--- src/rtl/debug_loader_pkg.sv ---
// Shared types and constants for the debug program loader.
package debug_loader_pkg;

    // Controller states; the encoding is visible on o_state.
    typedef enum logic [2:0] {
        ST_IDLE  = 3'd0,
        ST_LOAD  = 3'd1,
        ST_WRITE = 3'd2,
        ST_RUN   = 3'd3,
        ST_STEP  = 3'd4,
        ST_DONE  = 3'd5
    } state_t;

    // Command bytes accepted in IDLE and DONE.
    localparam logic [7:0] CMD_LOAD = 8'h4C;  // 'L'
    localparam logic [7:0] CMD_RUN  = 8'h52;  // 'R'
    localparam logic [7:0] CMD_STEP = 8'h53;  // 'S'

    // Top-six-bit opcode that terminates a program image.
    localparam logic [5:0] HALT_OPCODE_DEFAULT = 6'b111111;

endpackage

--- src/rtl/debug_loader_fsm_if.sv ---
// Bus bundle between the UART receiver, the loader and the pipeline debug ports.
// master: the loader itself; slave: the surrounding UART/pipeline side.
interface debug_loader_fsm_if #(
    parameter int DATA_WIDTH = 32,
    parameter int ADDR_WIDTH = 8,
    parameter int CNT_WIDTH  = 16
);
    logic [7:0]            i_rx_data;
    logic                  i_rx_valid;
    logic                  o_rx_ready;
    logic                  i_halt;
    logic [DATA_WIDTH-1:0] o_inst_load;
    logic [ADDR_WIDTH-1:0] o_addr_inst_load;
    logic                  o_en_write;
    logic                  o_debug_unit;
    logic                  o_enable_pipe;
    logic                  o_en_read;
    logic [CNT_WIDTH-1:0]  o_count_cycles;
    logic                  o_load_done;
    logic                  o_overflow;
    logic [2:0]            o_state;

    modport master (
        input  i_rx_data, i_rx_valid, i_halt,
        output o_rx_ready, o_inst_load, o_addr_inst_load, o_en_write,
               o_debug_unit, o_enable_pipe, o_en_read, o_count_cycles,
               o_load_done, o_overflow, o_state
    );

    modport slave (
        output i_rx_data, i_rx_valid, i_halt,
        input  o_rx_ready, o_inst_load, o_addr_inst_load, o_en_write,
               o_debug_unit, o_enable_pipe, o_en_read, o_count_cycles,
               o_load_done, o_overflow, o_state
    );
endinterface

--- src/rtl/debug_loader_fsm_byte_word_assembler.sv ---
// Packs an MSB-first byte stream into DATA_WIDTH-bit words.
// word_valid is high in the same cycle as the byte that completes a word,
// so the controller can leave LOAD on that edge without an extra cycle.
module byte_word_assembler #(
    parameter int DATA_WIDTH = 32
) (
    input  logic                  clock,
    input  logic                  i_reset,
    input  logic                  clear,
    input  logic                  shift_en,
    input  logic [7:0]            rx_byte,
    output logic [DATA_WIDTH-1:0] word,
    output logic                  word_valid
);
    localparam int NBYTES = DATA_WIDTH / 8;
    localparam int BCW    = (NBYTES > 1) ? $clog2(NBYTES) : 1;

    logic [BCW-1:0]        byte_cnt;
    logic [DATA_WIDTH-1:0] word_next;

    generate
        if (DATA_WIDTH > 8) begin : g_wide
            assign word_next = {word[DATA_WIDTH-9:0], rx_byte};
        end else begin : g_narrow
            assign word_next = rx_byte;
        end
    endgenerate

    assign word_valid = shift_en && (byte_cnt == BCW'(NBYTES - 1));

    // Shift each accepted byte in from the LSB side and count bytes per word.
    always_ff @(posedge clock) begin
        if (!i_reset || clear) begin
            word     <= '0;
            byte_cnt <= '0;
        end else if (shift_en) begin
            word     <= word_next;
            byte_cnt <= word_valid ? '0 : byte_cnt + 1'b1;
        end
    end
endmodule

--- src/rtl/debug_loader_fsm.sv ---
// Debug program loader and run controller.
// Loads instruction words from the debug UART into instruction memory until
// a HALT word (or memory full), then runs the pipeline and counts cycles.
// Build option: define STEP_MODE_EN to enable the single-step 'S' command.
module debug_loader_fsm
    import debug_loader_pkg::*;
#(
    parameter int         DATA_WIDTH  = 32,
    parameter int         ADDR_WIDTH  = 8,
    parameter int         CNT_WIDTH   = 16,
    parameter logic [5:0] HALT_OPCODE = HALT_OPCODE_DEFAULT
) (
    input logic                clock,
    input logic                i_reset,
    debug_loader_fsm_if.master bus
);
    state_t                state;
    logic                  rx_ready;
    logic                  en_write;
    logic                  debug_unit;
    logic                  enable_pipe;
    logic                  en_read;
    logic                  load_done;
    logic                  overflow;
    logic [ADDR_WIDTH-1:0] addr;
    logic [CNT_WIDTH-1:0]  count;
    logic [DATA_WIDTH-1:0] word;
    logic                  accept;
    logic                  load_cmd;
    logic                  shift_en;
    logic                  word_valid;

    function automatic logic is_halt(input logic [DATA_WIDTH-1:0] w);
        return w[DATA_WIDTH-1 -: 6] == HALT_OPCODE;
    endfunction

    // Cycle counter sticks at all-ones instead of wrapping.
    function automatic logic [CNT_WIDTH-1:0] sat_inc(input logic [CNT_WIDTH-1:0] v);
        return (&v) ? v : v + 1'b1;
    endfunction

    assign accept   = bus.i_rx_valid && rx_ready;
    assign load_cmd = accept && (state == ST_IDLE || state == ST_DONE)
                      && (bus.i_rx_data == CMD_LOAD);
    assign shift_en = accept && (state == ST_LOAD);

    byte_word_assembler #(.DATA_WIDTH(DATA_WIDTH)) u_assembler (
        .clock      (clock),
        .i_reset    (i_reset),
        .clear      (load_cmd),
        .shift_en   (shift_en),
        .rx_byte    (bus.i_rx_data),
        .word       (word),
        .word_valid (word_valid)
    );

    // Controller: state plus every registered output.
    always_ff @(posedge clock) begin
        if (!i_reset) begin
            state       <= ST_IDLE;
            rx_ready    <= 1'b1;
            en_write    <= 1'b0;
            debug_unit  <= 1'b0;
            enable_pipe <= 1'b0;
            en_read     <= 1'b0;
            load_done   <= 1'b0;
            overflow    <= 1'b0;
            addr        <= '0;
            count       <= '0;
        end else begin
            en_write <= 1'b0;
            case (state)
                ST_IDLE, ST_DONE: begin
                    if (load_cmd) begin
                        state      <= ST_LOAD;
                        addr       <= '0;
                        load_done  <= 1'b0;
                        overflow   <= 1'b0;
                        count      <= '0;
                        debug_unit <= 1'b1;
                    end else if (accept && state == ST_IDLE && load_done
                                 && bus.i_rx_data == CMD_RUN) begin
                        state       <= ST_RUN;
                        rx_ready    <= 1'b0;
                        enable_pipe <= 1'b1;
                        en_read     <= 1'b1;
                    end
`ifdef STEP_MODE_EN
                    else if (accept && state == ST_IDLE && load_done
                             && bus.i_rx_data == CMD_STEP) begin
                        state       <= ST_STEP;
                        rx_ready    <= 1'b0;
                        enable_pipe <= 1'b1;
                        en_read     <= 1'b1;
                    end
`endif
                end
                ST_LOAD: begin
                    if (word_valid) begin
                        state    <= ST_WRITE;
                        rx_ready <= 1'b0;
                        en_write <= 1'b1;
                    end
                end
                ST_WRITE: begin
                    rx_ready <= 1'b1;
                    if (is_halt(word)) begin
                        load_done  <= 1'b1;
                        debug_unit <= 1'b0;
                        state      <= ST_IDLE;
                    end else if (&addr) begin
                        // Memory full without a HALT word: stop, do not wrap.
                        overflow   <= 1'b1;
                        debug_unit <= 1'b0;
                        state      <= ST_IDLE;
                    end else begin
                        addr  <= addr + 1'b1;
                        state <= ST_LOAD;
                    end
                end
                ST_RUN: begin
                    if (enable_pipe) begin
                        count <= sat_inc(count);
                    end
                    if (bus.i_halt) begin
                        enable_pipe <= 1'b0;
                        en_read     <= 1'b0;
                        rx_ready    <= 1'b1;
                        state       <= ST_DONE;
                    end
                end
`ifdef STEP_MODE_EN
                ST_STEP: begin
                    // Single enable pulse; a halt seen during it ends the program.
                    count       <= sat_inc(count);
                    enable_pipe <= 1'b0;
                    en_read     <= 1'b0;
                    rx_ready    <= 1'b1;
                    state       <= bus.i_halt ? ST_DONE : ST_IDLE;
                end
`endif
                default: begin
                    state       <= ST_IDLE;
                    rx_ready    <= 1'b1;
                    enable_pipe <= 1'b0;
                    en_read     <= 1'b0;
                end
            endcase
        end
    end

    assign bus.o_rx_ready       = rx_ready;
    assign bus.o_inst_load      = word;
    assign bus.o_addr_inst_load = addr;
    assign bus.o_en_write       = en_write;
    assign bus.o_debug_unit     = debug_unit;
    assign bus.o_enable_pipe    = enable_pipe;
    assign bus.o_en_read        = en_read;
    assign bus.o_count_cycles   = count;
    assign bus.o_load_done      = load_done;
    assign bus.o_overflow       = overflow;
    assign bus.o_state          = state;
endmodule
--- src/flat_wrapper.sv ---
// flat-port wrapper written by rule: the top's interface ports become plain ports
module debug_loader_fsm_flat import debug_loader_pkg::*;
#(
    parameter int         DATA_WIDTH  = 32,
    parameter int         ADDR_WIDTH  = 8,
    parameter int         CNT_WIDTH   = 16,
    parameter logic [5:0] HALT_OPCODE = HALT_OPCODE_DEFAULT
)
  (clock, i_reset, bus_i_rx_data, bus_i_rx_valid, bus_i_halt, bus_o_rx_ready, bus_o_inst_load, bus_o_addr_inst_load, bus_o_en_write, bus_o_debug_unit, bus_o_enable_pipe, bus_o_en_read, bus_o_count_cycles, bus_o_load_done, bus_o_overflow, bus_o_state);
  debug_loader_fsm_if #(.DATA_WIDTH(DATA_WIDTH), .ADDR_WIDTH(ADDR_WIDTH), .CNT_WIDTH(CNT_WIDTH)) bus_i ();
  input logic clock;
  input logic i_reset;
  input wire logic [$bits(bus_i.i_rx_data)-1:0] bus_i_rx_data;
  input wire logic [$bits(bus_i.i_rx_valid)-1:0] bus_i_rx_valid;
  input wire logic [$bits(bus_i.i_halt)-1:0] bus_i_halt;
  output wire logic [$bits(bus_i.o_rx_ready)-1:0] bus_o_rx_ready;
  output wire logic [$bits(bus_i.o_inst_load)-1:0] bus_o_inst_load;
  output wire logic [$bits(bus_i.o_addr_inst_load)-1:0] bus_o_addr_inst_load;
  output wire logic [$bits(bus_i.o_en_write)-1:0] bus_o_en_write;
  output wire logic [$bits(bus_i.o_debug_unit)-1:0] bus_o_debug_unit;
  output wire logic [$bits(bus_i.o_enable_pipe)-1:0] bus_o_enable_pipe;
  output wire logic [$bits(bus_i.o_en_read)-1:0] bus_o_en_read;
  output wire logic [$bits(bus_i.o_count_cycles)-1:0] bus_o_count_cycles;
  output wire logic [$bits(bus_i.o_load_done)-1:0] bus_o_load_done;
  output wire logic [$bits(bus_i.o_overflow)-1:0] bus_o_overflow;
  output wire logic [$bits(bus_i.o_state)-1:0] bus_o_state;
  assign bus_i.i_rx_data = bus_i_rx_data;
  assign bus_i.i_rx_valid = bus_i_rx_valid;
  assign bus_i.i_halt = bus_i_halt;
  assign bus_o_rx_ready = bus_i.o_rx_ready;
  assign bus_o_inst_load = bus_i.o_inst_load;
  assign bus_o_addr_inst_load = bus_i.o_addr_inst_load;
  assign bus_o_en_write = bus_i.o_en_write;
  assign bus_o_debug_unit = bus_i.o_debug_unit;
  assign bus_o_enable_pipe = bus_i.o_enable_pipe;
  assign bus_o_en_read = bus_i.o_en_read;
  assign bus_o_count_cycles = bus_i.o_count_cycles;
  assign bus_o_load_done = bus_i.o_load_done;
  assign bus_o_overflow = bus_i.o_overflow;
  assign bus_o_state = bus_i.o_state;
  debug_loader_fsm #(.DATA_WIDTH(DATA_WIDTH), .ADDR_WIDTH(ADDR_WIDTH), .CNT_WIDTH(CNT_WIDTH), .HALT_OPCODE(HALT_OPCODE)) u_core (.clock(clock), .i_reset(i_reset), .bus(bus_i));
endmodule
--- config.mk ---
export PLATFORM = sky130hd
export DESIGN_NAME = debug_loader_fsm_flat
export DESIGN_NICKNAME = d
export VERILOG_FILES = /design/src/rtl/debug_loader_pkg.sv /design/src/rtl/debug_loader_fsm_if.sv /design/src/rtl/debug_loader_fsm_byte_word_assembler.sv /design/src/rtl/debug_loader_fsm.sv /design/src/flat_wrapper.sv
export SDC_FILE = /design/constraint.sdc
export NUM_CORES = 1
export LEC_CHECK = 0
export CAP_MARGIN = 10
export CORE_ASPECT_RATIO = 0.6
export CORE_UTILIZATION = 44
export CTS_CLUSTER_SIZE = 12
export DETAILED_ROUTE_END_ITERATION = 6
export PLACE_DENSITY = 0.76
export SLEW_MARGIN = 5
export SYNTH_ARGS = -nofsm -noshare
export SYNTH_HDL_FRONTEND = slang
export SYNTH_SLANG_ARGS = --single-unit
--- constraint.sdc ---
create_clock -name clock -period 2.18 [get_ports clock]
set_input_delay 0.436 -clock clock [delete_from_list [all_inputs] [get_ports clock]]
set_output_delay 0.436 -clock clock [all_outputs]
set_load 0.1 [all_outputs]
==> metrics.yaml, run 1 <==
run_status:
  status: "completed"
placed_design:
  dp_hpwl_um: 6014
  dp_cells: 548
  numPortBuffers: 77
  gp_congestion: 0.9925
clock_tree:
  root_buffer: "clkbuf_8"
  ctsHoldBuffers: 0
  h-tree-depth: 3
  clock_path_buffers: 2
  numCtsBuffers: 9
  cts.sinks: 67
  cts_tree: "built"
  clk_pin_slew_ps: 80
  insertion_delay_ps: 340
synthesis:
  synth_flop_cell: "dfxtp_1"
  synth_mux_area_frac: 0.003364
  synthArstFlopShare: 0
  avgSynthCellArea_um2: 7.851
  mappedNetlistArea_mm2: 0.002975
  synth-seq-cells: 67
  syn-num-nets: 394
  synth-xor-area-share: 0.002944
  yosysUniqueCellTypes: 47
  synth_compound_area_frac: 0.2124
  synthAdderAreaFrac: 0.01262
  syn_inst: 379
  yosysWarnings: 0
  yosysSeqAreaShare: 0.4508
  synth_top_family_by_area: "simple AND/OR/NAND/NOR gates"
  synth-simple-area-share: 0.2876
  synth_edf_count: 0
worst_setup_path:
  endpoint_kind: "flip-flop"
  criticalPathCategory: "input pin to flip-flop"
  cp_max_fo: 7
  rr_endpoint: "u_core.bus.o_count_cycles[10]$_SDFFE_PN0P_"
  startpoint_type: "input pin"
  timing.rr.start: "u_core.bus.o_count_cycles[0]$_SDFFE_PN0P_"
  reg2reg_setup_slack_ps: 210
  ff2ff_path_depth: 6
  required_ps: 2400
  arrival_ps: 2210
hold_path:
  min_path_cells: 3
  hp-class: "input pin to flip-flop"
  worstHoldStart: "bus_i_rx_data[5]"
  whs_endpoint: "u_core.u_assembler.word[5]$_SDFFE_PP0P_"
power:
  intPower_mw: 2.036
  p_per_area_mw_per_mm2: 622.1
  power_frac_clock: 0.493
  switchingPower_uw: 557.4
  p_seq_frac: 0.472
  combPwrFrac: 0.036
  swShare: 0.2149
  p_leak_nw: 1.712
  peakVddDrop_mv: 0.4054
floorplanning:
  dieArea_mm2: 0.007106
  num_rows: 22
  core_area_mm2: 0.006304
  die_w_um: 108.2
  io_pins: 78
  die_y_um: 65.70
  start_util: 0.4720
grt:
  grt_pass1_vias: 2730
  antenna_found_initial: 0
  grt_overflow: 0
  grt_usage: 0.2437
  grt_start_max_net_pins: 36
  grt_pass1_wl_um: 13340
finish:
  postLayoutCoreUtil: 0.6614
  multi_input_area_mm2: 0.001583
  ff_latch_area_mm2: 0.001358
  antenna_cells: 0
  stdcell_count: 567
  drive_above_1_share: 0.2816
  syn2layout_area_growth_pct: 40.12
  final_cell_mix: "nand2_1, buf_4, dfxtp_1"
  final_nets: 493
  fillers: 547
timing:
  period_minus_slack_ps: 1994
  skew_ps: 9.423
  tightest_slew_ps: 510.2
  slew_violations: 0
  clock.fmax_mhz: 501.4
  rsz0062_at_grt: "no"
  min_period_over_period: 0.9148
  slew_headroom: 0.6587
  setup_violations: 0
  hold_viol_final: 0
run:
  drv_cap: 0
drt:
  routedWlPerCell_um: 14.91
  vias: 3172
  wirelength_um: 8456
  first_iter_violations: 232
  drtAntennaViolNets: 0
  viasPerCell: 5.594
  dr.pass1.iters: 5
  drc: 0
flip-flops by register name (all words and copies together) (netlist names):
| name | count |
|---|---|
| u_core.bus.o_rx_ready | 1 |
| u_core.bus.o_en_write | 1 |
| u_core.bus.o_load_done | 1 |
| u_core.bus.o_enable_pipe | 1 |
| u_core.bus.o_count_cycles | 16 |
| u_core.bus.o_debug_unit | 1 |
| u_core.bus.o_state | 3 |
| u_core.bus.o_overflow | 1 |
| u_core.u_assembler.word | 32 |
| u_core.u_assembler.byte_cnt | 2 |
| u_core.bus.o_addr_inst_load | 8 |
Yosys cell counts (all sizes together) (3+ instances only):
cell    count  share of area
nor2       15          0.019
and3        6          0.013
nand3      15          0.025
dfxtp      67           0.45
buf         4         0.0076
clkbuf     17          0.021
nor3        4         0.0067
and4        5          0.015
nand2      94           0.12
or3         4         0.0084
nand4      11          0.023
and2        3         0.0063
o21ai      30          0.052
nand2b      4         0.0084
o21a        3         0.0076
o31ai       5          0.013
a21oi      49          0.084
a31oi       9          0.019
ha          3          0.013
nor4        3         0.0063
layer usage:
metal  up-vias  wire length [µm]  global-route usage
met5         -                 0                   0
met1      1459              4203              0.3742
met4         0                93             0.06849
li1       1560                 -                   -
met3         9               705             0.05456
met2       144              3454              0.3328
area by class of cell:
| type | instances | share of cell area |
|---|---|---|
| inverter | 1 | 0.0009004 |
| clock inverter | 7 | 0.02971 |
| multi-input combinational | 291 | 0.3797 |
| clock buffer | 9 | 0.02971 |
| timing repair buffer | 108 | 0.2092 |
| sequential | 67 | 0.3256 |
| tap | 84 | 0.02521 |
power by group through the flow:
stage | Sequential (mW) | Combinational (mW) | Clock [mW]
after floorplan | 1.25 | 0.0301 | 0
after global placement | 1.25 | 0.0814 | 0
after detailed placement | 1.25 | 0.0818 | 0
after global routing | 1.22 | 0.0974 | 1.35
final | 1.22 | 0.0922 | 1.28
after CTS | 1.22 | 0.0843 | 1.29
timing repair:
action	in CTS	in global routing
buffers inserted	0	2
gates cloned	0	1
pin swaps	2	8
setup endpoints to repair	52	5
resized for setup	4	13
worst max path at each step:
stage                     slack, ps                                     endpoint  cells past startpoint                                      start
after floorplan                   3  u_core.bus.o_addr_inst_load[3]$_SDFFE_PN0P_                      6         u_core.bus.o_state[1]$_SDFFE_PN0P_
after global placement         -400  u_core.bus.o_addr_inst_load[2]$_SDFFE_PN0P_                      6                           bus_i_rx_data[0]
after detailed placement       -440  u_core.bus.o_addr_inst_load[2]$_SDFFE_PN0P_                      6                           bus_i_rx_data[0]
after CTS                        40           u_core.bus.o_state[1]$_SDFFE_PN0P_                      7                           bus_i_rx_data[0]
after global routing            140    u_core.bus.o_count_cycles[7]$_SDFFE_PN0P_                      6  u_core.bus.o_count_cycles[0]$_SDFFE_PN0P_
final                           190   u_core.bus.o_count_cycles[10]$_SDFFE_PN0P_                      8                           bus_i_rx_data[7]
critical path, stage by stage:
cell            delay, ps
dlymetal6s2s_1        130
or4b_4                560
buf_6                 150
o41ai_4               430
buf_4                 200
a21oi_4                70
o21ai_1               170
o31ai_1                90
cell families after synthesis:
kind of cell | Yosys count
DFF | 67
muxes | 1
AOI/OAI and AO/OA | 108
and+or+nand+nor | 177
xor gates and xnor gates | 1
buffers and inverters | 22
adders and majority gates | 3
through the flow:
stage                     area (µm²)  total power [mW]  setup WS [ps]  setup TNS (ps)  hold WS, ps
after floorplan                 2992             1.285          2.528               0        440.0
after detailed placement        3851             1.334         -437.5          -24370        455.8
after global routing            4169             2.670          144.1               0        425.3
final                           4169             2.594          185.7               0        396.9
after CTS                       4116             2.601          42.05               0        466.4
after global placement          3851             1.334         -398.5          -21990        447.6
Power figures use the tool's default switching activity.
==> run 2, diff against run 1 <==
Settings changed: ABC_AREA set to 1, CAP_MARGIN 10 to 25, CORE_UTILIZATION 44 to 45.
==> run 2 against run 1 <==
The run now ends with design-rule violations left. Register-to-register slack improved by 170 ps. Wire length increased by 3.9%. Critical path depth rose by 1. Sequential power is 26% higher. Cell area up 2.3%. Clock power is essentially flat. Die area is 6.4% higher. Power rose by 110%. Fmax rose by 5.1%. Non-clock buffer count shrank 20. Critical endpoint is now u_core.bus.o_addr_inst_load[3]$_SDFFE_PN0P_.
==> metrics.yaml, run 2 <==
timing:
  setup_violations: 0  # unchanged
  worst_slack_ps: 281.7  # was 185.7 ps
  hold_viol_final: 0  # unchanged
  clock.fmax_mhz: 526.8  # was 501.4 MHz
  tns_ps: 0  # unchanged
  hold_ws_ps: 461.9  # was 396.9 ps
  tightest_slew_ps: 544.1  # was 510.2 ps
  period_minus_slack_ps: 1898  # was 1994 ps
  slew_headroom: 0.6367  # was 0.6587
  skew_ps: 6.448  # was 9.423 ps
  rsz0062_at_grt: "no"  # unchanged
  slew_violations: 0  # unchanged
  min_period_over_period: 0.8708  # was 0.9148
grt:
  grt_pass1_vias: 2824  # was 2730
  antenna_found_initial: 0  # unchanged
  grt_usage: 0.2409  # was 0.2437
  grtUsageMet2: 0.3422  # was 0.3328
  grt_overflow: 0  # unchanged
  grtUsageMet1: 0.3555  # was 0.3742
  top_usage_layer: "met1"  # unchanged
  grt_pass1_wl_um: 14010  # was 13340 µm
  grt_start_max_net_pins: 37  # was 36
  gr-usage-met3: 0.06643  # was 0.05456
placed_design:
  dp_hpwl_um: 6498  # was 6014 µm
  pre_cts_ws_ps: 13.09  # was -437.5 ps
  numPortBuffers: 77  # unchanged
  gp_congestion: 0.8366  # was 0.9925
  post_dp_cell_area_mm2: 0.003998  # was 0.003851 mm²
floorplanning:
  dieArea_mm2: 0.007562  # was 0.007106 mm²
  die_y_um: 67.76  # was 65.70 µm
  start_util: 0.4755  # was 0.4720
  num_rows: 23  # was 22
  io_pins: 78  # unchanged
  core_area_mm2: 0.006820  # was 0.006304 mm²
  die_w_um: 111.6  # was 108.2 µm
finish:
  top_register: "u_core.u_assembler.word"  # unchanged
  antenna_cells: 0  # unchanged
  syn2layout_area_growth_pct: 31.56  # was 40.12%
  largest_reg_flops: 32  # unchanged
  drive_above_1_share: 0.1955  # was 0.2816
  layout_commonest_cell: "nand2_1"
  fin_area_mm2: 0.004267  # was 0.004169 mm²
  final_nets: 595  # was 493
  final_cell_mix: "nand2_1, buf_4, nor2_1"  # was nand2_1, buf_4, dfxtp_1
synthesis:
  mappedNetlistArea_mm2: 0.003243  # was 0.002975 mm²
  syn-num-nets: 512  # was 394
  avgSynthCellArea_um2: 6.525  # was 7.851 µm²
  netlist.top_cell.by_area: "dfxtp_1"  # unchanged
  syn_inst: 497  # was 379
  yosysUniqueCellTypes: 26  # was 47
  ys_top_cells_by_area: "dfxtp_1, nand2_1, a21oi_1"  # unchanged
  synth_flop_cell: "dfxtp_1"  # unchanged
  synth-seq-cells: 67  # unchanged
  synth_most_common_cell: "nand2_1"  # unchanged
  synth_edf_count: 0  # unchanged
  yosysSeqAreaShare: 0.4136  # was 0.4508
  synthArstFlopShare: 0  # unchanged
  synthTopCellsByCount: "nand2_1, dfxtp_1, nor2_1, a21oi_1, inv_1"  # was nand2_1, dfxtp_1, a21oi_1, clkbuf_1
  yosysWarnings: 0  # unchanged
  yosys.area.top_type_share: 0.4136  # was 0.4508
clock_tree:
  h-tree-depth: 3  # unchanged
  numCtsBuffers: 9  # unchanged
  cts_setup_buffers: 0  # unchanged
  ctsHoldBuffers: 0  # unchanged
  cts_tree: "built"  # unchanged
  insertion_delay_ps: 330  # was 340 ps
  clock_path_buffers: 2  # unchanged
  root_buffer: "clkbuf_16"  # was clkbuf_8
  cts.sinks: 67  # unchanged
  clk_pin_slew_ps: 50  # was 80 ps
  ctsResizeCount: 0  # was 4
drt:
  vias: 3398  # was 3172
  routedWlPerCell_um: 13.12  # was 14.91 µm
  first_iter_violations: 248  # was 232
  viasPerCell: 5.072  # was 5.594
  drtAntennaViolNets: 0  # unchanged
  wirelength_um: 8788  # was 8456 µm
  dr.pass1.iters: 7  # was 5
  drc: 6  # was 0
worst_setup_path:
  endpoint_kind: "flip-flop"  # unchanged
  startpoint_type: "input pin"  # unchanged
  cp_max_fo: 8  # was 7
  ff2ff_path_depth: 9  # was 6
  required_ps: 2430  # was 2400 ps
  arrival_ps: 2150  # was 2210 ps
  criticalPathCategory: "input pin to flip-flop"  # unchanged
run_status:
  status: "finished, violations left"  # was completed
  violations: "design-rule violations"
power:
  p_leak_nw: 1.750  # was 1.712 nW
  peakVddDrop_mv: 0.9512  # was 0.4054 mV
  p_per_area_mw_per_mm2: 1252  # was 622.1 mW/mm²
run:
  drv_cap: 0  # unchanged
hold_path:
  hp-class: "flip-flop to flip-flop"  # was input pin to flip-flop
  min_path_cells: 2  # was 3
run 2: changes by cell type after synthesis, sizes merged, moves of 10 or more:
cell / change
a21oi: +12
clkbuf: -10
inv: +38
nand2: +90
nand3: +10
nor2: +53
o21ai: -19
run 2: cell families (layout without fill, tap and decap cells):
logic type / Yosys count / count (layout) / share of synthesized area
AO/OA/AOI/OAI: 72 / 72 / 0.1123
XOR/XNOR: 8 / 8 / 0.02160
adder cells (fa/ha/maj): 3 / 3 / 0.01158
buffers and inverters: 55 / 141 / 0.06983
flip-flops: 67 / 67 / 0.4136
AND/OR/NAND/NOR: 292 / 292 / 0.3711
run 2: per-layer routing:
metal	part of all wire	wire length [µm]
met1	0.51	4511
met2	0.42	3692
met3	0.063	556
met4	0.0032	28
met5	0	0
run 2: path summary, 6_finish.rpt:
check                                       startpoint                                          end  slack, ps
min               u_core.bus.o_debug_unit$_SDFFE_PN0P_         u_core.bus.o_debug_unit$_SDFFE_PN0P_        460
min reg2reg       u_core.bus.o_debug_unit$_SDFFE_PN0P_         u_core.bus.o_debug_unit$_SDFFE_PN0P_        460
max reg2reg  u_core.bus.o_count_cycles[0]$_SDFFE_PN0P_    u_core.bus.o_count_cycles[4]$_SDFFE_PN0P_        380
max                                   bus_i_rx_data[2]  u_core.bus.o_addr_inst_load[3]$_SDFFE_PN0P_        280
run 2: area by class of cell:
class	count	area, µm²
multi-input cells	375	1675
repair buffers	88	713.2
inverters	39	146.4
flip-flops and latches	67	1354
clock buffers	12	256.5
clock inverters	2	12.51
well taps	87	108.9
fillers	644	2554
run 2: report_power, final:
part | total, mW | internal, mW | switching [mW] | leakage [nW]
Sequential | 1.54 | 1.38 | 0.158 | 0.545
Combinational | 2.51 | 0.586 | 1.92 | 1.07
Clock | 1.30 | 0.816 | 0.483 | 0.131
run 2: stage by stage:
step	cells	power, mW	utilization
3_3_place_gp	656	4.019	0.5861
4_1_cts	670	5.348	0.6256
6_report	670	5.342	0.6256
2_1_floorplan	497	3.475	-
5_1_grt	670	5.615	0.6256
3_5_place_dp	656	4.053	0.5861
run 2: critical path: stages:
cell	delay (ps)
clkdlybuf4s50_1	500
nand2_1	60
nor2_1	190
nand3_1	150
nand2_1	190
nand2_1	110
nor2_2	250
nand2_1	80
a21oi_1	170
==> RTL change, RTL diff (config.mk and constraints of run 2) <==
Build with the macro `STEP_MODE_EN` defined.
--- a/src/rtl/debug_loader_fsm.sv
+++ b/src/rtl/debug_loader_fsm.sv
@@ -4,2 +4,4 @@
 // Build option: define STEP_MODE_EN to enable the single-step 'S' command.
+`define STEP_MODE_EN
+
 module debug_loader_fsm
Check against the original RTL: not equivalent (a bounded check fails within 10 cycles, from zero or initial values and one cycle with i_reset low).
==> RTL change against run 2 <==
The run still ends with design-rule violations left. First-iteration DRC count shrank 6.9%. Fmax up 0.87%. Synthesized cell count grew 0.40%. Setup slack better by 16 ps. Largest cell class unchanged. Routed wire length grew 1.5%. Sequential cell count unchanged. Cell area is 0.53% higher. Critical path type is now reg2reg. Synthesized area grew 0.42%.
Power is not compared: it rests on default switching activity, and its combinational part moved more than twofold at a synthesized area within 25%.
==> RTL change: results (changes against run 2) <==
[status]
outcome = complete, but fails checks  ; unchanged
violations = design-rule violations  ; unchanged

[synthesis]
avgSynthCellArea_um2 = 6.53  ; about the same
synthAdderAreaFrac_pct = 1.15  ; was 1.16%
synth.area.top_cells = dfxtp_1 41%, nand2_1 20%, a21oi_1 9.8%  ; was dfxtp_1 41%, nand2_1 21%, a21oi_1 9.4%
synth_xor_area_share_pct = 2.96  ; was 2.16%
yosys-top-cells-count = 174 x nand2_1, 69 x nor2_1, 67 x dfxtp_1  ; was 182 x nand2_1, 67 x dfxtp_1, 63 x nor2_1
ys_seq_area_share_pct = 41.2  ; was 41.4%
synth_compound_area_share_pct = 11.1  ; was 11.2%

[grt]
gr-usage-met2_pct = 36.4  ; was 34.2%
grt_first_pass_wirelength_um = 14700  ; was 14,000 µm
grt_max_degree = 35  ; was 37
met1_usage_pct = 34.9  ; was 35.5%

[hold_path]
holdPathEnd = u_core.u_assembler.word[25]  ; was u_core.bus.o_debug_unit

[detailed_routing]
wl_met2_um = 3710  ; was 3690 µm
drt-initial-drc-count = 231  ; was 248
vias_per_cell = 5.11  ; was 5.07
route.detailed.drc = 3  ; was 6
wl_met1_um = 4400  ; was 4510 µm
wl_met3_um = 705  ; was 556 µm
wl_um = 8920  ; was 8790 µm

[worst_setup_path]
path_max_fanout = 12  ; was 8
worstPathArrival_ps = 2110  ; was 2150 ps
r2r-end = u_core.bus.o_count_cycles[12]  ; was u_core.bus.o_count_cycles[4]
worstRegToRegCells = 13  ; was 9

[place]
post-place-cells = 658  ; was 656
place_congestion = 0.950  ; was 0.837

[timing]
slew_headroom_pct = 75.6  ; was 63.7%
fin_worst_skew_ps = 2.55  ; was 6.45 ps

[final_layout]
nFillCells = 630  ; was 644

## RTL change: per-stage QoR
step	setup WS, ps	hold slack, ps	util, %	instance area [µm²]
after floorplan	4.06	445	-	3270
after global placement	135	450	58.6	4000
after detailed placement	66.1	455	58.6	4000
after CTS	311	469	62.9	4290
after global routing	81.3	481	62.9	4290
final	298	464	62.9	4290
## RTL change: layout make-up
| type | instances | area [µm²] | area share (%) |
|---|---|---|---|
| clock buffer | 14 | 254 | 5.92 |
| tap | 87 | 109 | 2.54 |
| sequential | 67 | 1350 | 31.5 |
| multi-input combinational | 376 | 1680 | 39.2 |
| clock inverter | 2 | 35.0 | 0.817 |
| inverter | 41 | 154 | 3.59 |
| timing repair buffer | 87 | 706 | 16.5 |
## RTL change: worst max-delay path by stage
stage / cells after the start / to / slack (ps) / from
6_report: 13 / u_core.bus.o_count_cycles[12] / 300 / u_core.bus.o_count_cycles[0]
5_1_grt: 11 / u_core.bus.o_count_cycles[9] / 80 / u_core.bus.o_count_cycles[0]
4_1_cts: 13 / u_core.bus.o_count_cycles[12] / 310 / u_core.bus.o_count_cycles[0]
3_5_place_dp: 10 / u_core.bus.o_addr_inst_load[0] / 70 / bus_i_rx_data[6]
3_3_place_gp: 11 / u_core.bus.o_count_cycles[12] / 140 / bus_i_rx_data[6]
2_1_floorplan: 9 / u_core.bus.o_count_cycles[13] / 4 / u_core.bus.o_count_cycles[3]
## RTL change: power groups by stage
stage | clock, mW | sequential (mW) | combinational [mW]
2_1_floorplan | 0 | 1.42 | 0.194
3_3_place_gp | 0 | 1.30 | 0.426
3_5_place_dp | 0 | 1.30 | 0.431
4_1_cts | 1.46 | 1.27 | 0.433
5_1_grt | 1.50 | 1.27 | 0.469
6_report | 1.43 | 1.27 | 0.436
